[config.mk]
export PLATFORM = sky130hd
export DESIGN_NAME = blur_mem_sequencer_flat
export DESIGN_NICKNAME = d
export VERILOG_FILES = /design/src/rtl/blur_mem_sequencer_if.sv /design/src/rtl/blur_mem_sequencer.sv /design/src/flat_wrapper.sv
export SDC_FILE = /design/constraint.sdc
export NUM_CORES = 1
export LEC_CHECK = 0
export ABC_AREA = 1
export CORE_AREA = 2 2 133 135
export CTS_CLUSTER_DIAMETER = 30
export DETAILED_ROUTE_END_ITERATION = 6
export DIE_AREA = 0 0 135 137
export PLACE_DENSITY = 0.72
export SLEW_MARGIN = 20
export SYNTH_ARGS = -nofsm -noshare
export SYNTH_HDL_FRONTEND = slang
export SYNTH_SLANG_ARGS = --single-unit
export TNS_END_PERCENT = 5
[constraint.sdc]
create_clock -name clk -period 4.9 [get_ports clk]
set_input_delay 0.98 -clock clk [delete_from_list [all_inputs] [get_ports clk]]
set_output_delay 0.98 -clock clk [all_outputs]
set_load 0.005 [all_outputs]
[src/rtl/blur_mem_sequencer_if.sv]
// rtl/blur_mem_sequencer_if.sv - pixel memory bus between the blur sequencer and the single-port memory
interface blur_mem_sequencer_if #(
  parameter int DATA_W = 32,
  parameter int ADDR_W = 5
);
  logic              mem_trigger;
  logic [ADDR_W-1:0] mem_address;
  logic [DATA_W-1:0] mem_din;
  logic [DATA_W-1:0] mem_dout;

  // Sequencer side: drives the memory pins, consumes registered read data.
  modport master (
    output mem_trigger,
    output mem_address,
    output mem_din,
    input  mem_dout
  );

  // Memory side.
  modport slave (
    input  mem_trigger,
    input  mem_address,
    input  mem_din,
    output mem_dout
  );
endinterface

[src/rtl/blur_mem_sequencer.sv]
// rtl/blur_mem_sequencer.sv - in-place [1 2 1]/4 blur pass over a single-port pixel memory
module blur_mem_sequencer #(
  parameter int DEPTH  = 26,
  parameter int DATA_W = 32,
  parameter int ADDR_W = 5
) (
  input  logic clk,
  input  logic reset,
  input  logic start,
  output logic busy,
  output logic done,
  blur_mem_sequencer_if.master mem
);

  localparam int SUM_W = DATA_W + 2;
  localparam logic [ADDR_W-1:0] LAST = ADDR_W'(DEPTH - 1);

  typedef enum logic [2:0] {
    IDLE,
    RD0,
    LAT0,
    READ,
    LATCH,
    WRITE,
    DONE
  } state_t;

  state_t            state_q;
  logic [ADDR_W-1:0] idx_q;
  logic [DATA_W-1:0] prev_q, cur_q, next_q;
  logic              busy_q, done_q, trig_q;
  logic [ADDR_W-1:0] addr_q;
  logic [DATA_W-1:0] din_q;
  logic [SUM_W-1:0]  sum_d;
  logic [DATA_W-1:0] blur_d;

  // Read address for the right neighbour of idx; the last word re-reads itself
  // so the right edge is replicated.
  function automatic logic [ADDR_W-1:0] rd_addr(input logic [ADDR_W-1:0] idx);
    return (idx == LAST) ? idx : idx + ADDR_W'(1);
  endfunction

  // Rounded blur of the window, with the right neighbour taken straight from
  // the memory read port as it is captured; the sum is wide enough never to wrap.
  always_comb begin
    sum_d  = {2'b00, prev_q} + {1'b0, cur_q, 1'b0} + {2'b00, mem.mem_dout} + SUM_W'(2);
    blur_d = DATA_W'(sum_d >> 2);
  end

  // Pass sequencer: window shifting, index and all registered outputs.
  always_ff @(posedge clk or posedge reset) begin
    if (reset) begin
      state_q <= IDLE;
      idx_q   <= '0;
      prev_q  <= '0;
      cur_q   <= '0;
      next_q  <= '0;
      busy_q  <= 1'b0;
      done_q  <= 1'b0;
      trig_q  <= 1'b0;
      addr_q  <= '0;
      din_q   <= '0;
    end else begin
      case (state_q)
        IDLE: begin
          done_q <= 1'b0;
          trig_q <= 1'b0;
          addr_q <= '0;
          if (start) begin
            state_q <= RD0;
            busy_q  <= 1'b1;
          end
        end
        RD0: begin
          state_q <= LAT0;
        end
        LAT0: begin
          // Left edge: the first word stands in for its missing left neighbour.
          prev_q  <= mem.mem_dout;
          cur_q   <= mem.mem_dout;
          idx_q   <= '0;
          addr_q  <= rd_addr('0);
          state_q <= READ;
        end
        READ: begin
          state_q <= LATCH;
        end
        LATCH: begin
          next_q  <= mem.mem_dout;
          din_q   <= blur_d;
          trig_q  <= 1'b1;
          addr_q  <= idx_q;
          state_q <= WRITE;
        end
        WRITE: begin
          // Original neighbours survive in the window even though idx is now overwritten.
          trig_q <= 1'b0;
          prev_q <= cur_q;
          cur_q  <= next_q;
          if (idx_q == LAST) begin
            busy_q  <= 1'b0;
            done_q  <= 1'b1;
            addr_q  <= '0;
            state_q <= DONE;
          end else begin
            idx_q   <= idx_q + ADDR_W'(1);
            addr_q  <= rd_addr(idx_q + ADDR_W'(1));
            state_q <= READ;
          end
        end
        DONE: begin
          done_q  <= 1'b0;
          state_q <= IDLE;
        end
        default: begin
          state_q <= IDLE;
          busy_q  <= 1'b0;
          done_q  <= 1'b0;
          trig_q  <= 1'b0;
          addr_q  <= '0;
        end
      endcase
    end
  end

  assign busy            = busy_q;
  assign done            = done_q;
  assign mem.mem_trigger = trig_q;
  assign mem.mem_address = addr_q;
  assign mem.mem_din     = din_q;

endmodule

[src/flat_wrapper.sv]
// flat-port wrapper written by rule: the top's interface ports become plain ports
module blur_mem_sequencer_flat 
#(
  parameter int DEPTH  = 26,
  parameter int DATA_W = 32,
  parameter int ADDR_W = 5
)
  (clk, reset, start, busy, done, mem_mem_trigger, mem_mem_address, mem_mem_din, mem_mem_dout);
  blur_mem_sequencer_if #(.DATA_W(DATA_W), .ADDR_W(ADDR_W)) mem_i ();
  input  logic clk;
  input  logic reset;
  input  logic start;
  output logic busy;
  output logic done;
  output wire logic [$bits(mem_i.mem_trigger)-1:0] mem_mem_trigger;
  output wire logic [$bits(mem_i.mem_address)-1:0] mem_mem_address;
  output wire logic [$bits(mem_i.mem_din)-1:0] mem_mem_din;
  input wire logic [$bits(mem_i.mem_dout)-1:0] mem_mem_dout;
  assign mem_mem_trigger = mem_i.mem_trigger;
  assign mem_mem_address = mem_i.mem_address;
  assign mem_mem_din = mem_i.mem_din;
  assign mem_i.mem_dout = mem_mem_dout;
  blur_mem_sequencer #(.DEPTH(DEPTH), .DATA_W(DATA_W), .ADDR_W(ADDR_W)) u_core (.clk(clk), .reset(reset), .start(start), .busy(busy), .done(done), .mem(mem_i));
endmodule
==> flow_summary_export.csv <==
group,metric,value,unit
die,fp.dieW,135,um
die,die_h,137,um
global_route,grt_overflow,0,
synthesis,synth_top_area_share,40.3,%
placement,numPortBuffers,74,
finish,area_growth,16.9,%
global_route,grtUsageMet3,4.07,%
critical_path,crit_buf_inv,1,
critical_path,path_cells,"clkdlybuf4s50_1, fa_1, ha_1, nand2_1, nor2_1, and3_1, nand2_1, nand2_1, nand2_1, nand2_1, nand2_1, nand3_1, nand2_1",
detailed_routing,vias,7800,
global_route,gr-usage-all-layers,25.3,%
die,die_area,0.0185,sq mm
cts,cts.sink_count,144,
sta,period_minus_slack,3160,ps
die,io-pin-count,75,
finish,n_antenna_cell,0,
cts,clk_transition_reported_paths,60,ps
synthesis,syn_area_per_cell,7.41,sq um
global_route,grt_pass1_vias,7437,
global_route,grt_pass1_wl,36.6,mm
finish,final_common_cell,"nand2_1",
synthesis,synth_cells,1207,
detailed_routing,drtPass1Iterations,6,
sta,tightest_slew,1040,ps
cts,insertion_delay,440,ps
synthesis,ys_types,31,
placement,routabilityCongestion,0.892,
placement,dp_hpwl,15.6,mm
finish,layout_common_cells,"nand2_1, dfrtp_1, inv_1, nor2_1, clkdlybuf4s50_1",
finish,drive_above_1_share,3.60,%
cts,cts_buffers,17,
cts,h-tree-depth,4,
critical_path,start_kind,"input pin",
detailed_routing,drcViolationCount,0,
cts,post_cts_resized,0,
critical_path,crit_top_cell,"nand2_1",
synthesis,synth_nets,1310,
sta,fin_skew,9.78,ps
critical_path,slowest_delay,530,ps
die,core-area,0.0171,sq mm
finish,layoutNonFillerInstCount,1504,
die,rows,48,
critical_path,cpMaxStageDelayCell,"fa_1",
synthesis,ys_seq_area_share,40.3,%
critical_path,cp-end-kind,"flip-flop",
detailed_routing,vias_per_cell,5.19,
sta,setup_ws,1740,ps
sta,final.setup.tns,0,ps
sta,fmax,0.317,GHz
detailed_routing,drt_iter0_drc,493,
hold_path,min_path_type,"flip-flop to flip-flop",
sta,setup_viol,0,
detailed_routing,drt.antenna.violating_nets,0,
global_route,gr-usage-met2,39.5,%
critical_path,path_class,"input pin to flip-flop",
finish,n_fill_cell,1586,
detailed_routing,drt-wirelength-per-cell,14.5,um
critical_path,cp_max_fo,4,
synthesis,ys_warn_count,0,
placement,post-place-cells,1472,
cts,cts_setup_buffers,0,
finish,multi_input_comb_area,0.00465,sq mm
critical_path,arrival,3470,ps
critical_path,required,5210,ps
global_route,grt_max_degree,84,
critical_path,path_delay_family,"simple AND/OR/NAND/NOR gates",
cts,cts_tree,"built",
sta,rsz0062_at_grt,"no",
global_route,antenna_found_initial,0,
synthesis,yosys_register_bits,144,
global_route,use_met1,36.4,%
sta,relSlewSlack,30.4,%
sta,drv_slew,0,
cts,cts_hold_buf,0,
cts,clock_path_buffers,2,
die,initial_utilization,52.4,%
sta,finalHoldViolCount,0,
finish,register_area,0.00360,sq mm
synthesis,synth_area_leaders,"dfrtp_1, nand2_1, fa_1",
synthesis,yosys.area.top_type,"dfrtp_1",
finish,design_area,0.0105,sq mm
global_route,busiest_layer,"met2",
placement,placed_area,0.00985,sq mm
run_status,status,"finished, final reports clean",
detailed_routing,drt-total-wl,21.8,mm
placement,post-place-ws,1290,ps
finish,final_nets,1369,
cts,cts_root_buffer,"clkbuf_16",
synthesis,synthesis.area,0.00894,sq mm
run,timing.max_cap.violations,0,
sta,fin_crit_sh,64.4,%
[path summary, 6_finish.rpt]
path                       cells past startpoint                     startpoint                            endpoint  slack, ps
setup / recovery                              13               mem_mem_dout[12]  u_core.mem.mem_din[20]$_DFFE_PP0P_       1740
hold / removal                                 2   u_core.next_q[9]$_DFFE_PP0P_        u_core.next_q[9]$_DFFE_PP0P_        480
setup reg to reg                               7  u_core.state_q[0]$_DFFE_PP0N_       u_core.prev_q[19]$_DFFE_PP0P_       2310
hold reg to reg                                2   u_core.next_q[9]$_DFFE_PP0P_        u_core.next_q[9]$_DFFE_PP0P_        480
max in group asynchronous                      3                          reset       u_core.prev_q[28]$_DFFE_PP0P_       3030
min in group asynchronous                      2                          reset        u_core.next_q[0]$_DFFE_PP0P_       1060
[worst register-to-register path: cells and delay by family (launching register included)]
kind            cells  cell delay [ps]
compound gates      1               60
buf+inv             3             1140
flops               1              410
simple gates        3              840
[stage by stage]
step	utilization [%]	hold slack [ps]
floorplan	-	449
global route	61.3	495
global placement	57.8	456
detailed placement	57.8	465
finish	61.3	476
CTS	61.3	482
[Yosys cell counts (all sizes together)]
| cell | count |
|---|---|
| a21boi | 1 |
| a21o | 2 |
| a21oi | 27 |
| a31oi | 65 |
| and2 | 1 |
| and3 | 1 |
| buf | 23 |
| clkbuf | 15 |
| dfrtp | 144 |
| fa | 30 |
| ha | 38 |
| inv | 137 |
| nand2 | 489 |
| nand3 | 50 |
| nand3b | 6 |
| nand4 | 3 |
| nor2 | 112 |
| nor3 | 5 |
| nor4 | 3 |
| o211ai | 3 |
| o21ai | 25 |
| o21bai | 2 |
| o221ai | 2 |
| o22ai | 3 |
| or2 | 4 |
| xnor2 | 11 |
| xor2 | 5 |
[per-layer routing]
| metal | vias up | routed length [um] |
|---|---|---|
| met3 | 28 | 877 |
| met5 | - | 0 |
| met4 | 0 | 302 |
| li1 | 3947 | - |
| met1 | 3655 | 11100 |
| met2 | 170 | 9450 |
[flip-flops by register name, summed over array words and instances, names as in the netlist]
name	cells
u_core.idx_q	5
u_core.done	1
u_core.prev_q	32
u_core.state_q	3
u_core.busy	1
u_core.mem.mem_address	5
u_core.mem.mem_trigger	1
u_core.next_q	32
u_core.mem.mem_din	32
u_core.cur_q	32
[logic make-up (layout without fill, tap and decap cells)]
family          after synthesis  count (layout)  share of synthesized area [%]
fa+ha+maj                    68              68                           12.0
flops                       144             144                           40.3
compound gates              130             130                           8.53
xor+xnor                     16              16                           1.57
simple gates                674             674                           29.8
buf+inv                     175             247                           7.82
[final cells by class]
| class | instances | area share, % |
|---|---|---|
| repair buffers | 78 | 7.61 |
| clock buffers | 18 | 4.10 |
| well taps | 225 | 2.69 |
| multi-input cells | 888 | 44.5 |
| inverters | 137 | 4.96 |
| clock inverters | 14 | 1.71 |
| flip-flops and latches | 144 | 34.4 |
Power is left out: the tool's default activity adds up to more than one toggle a clock period on the data nets, which glitch-free logic cannot reach.
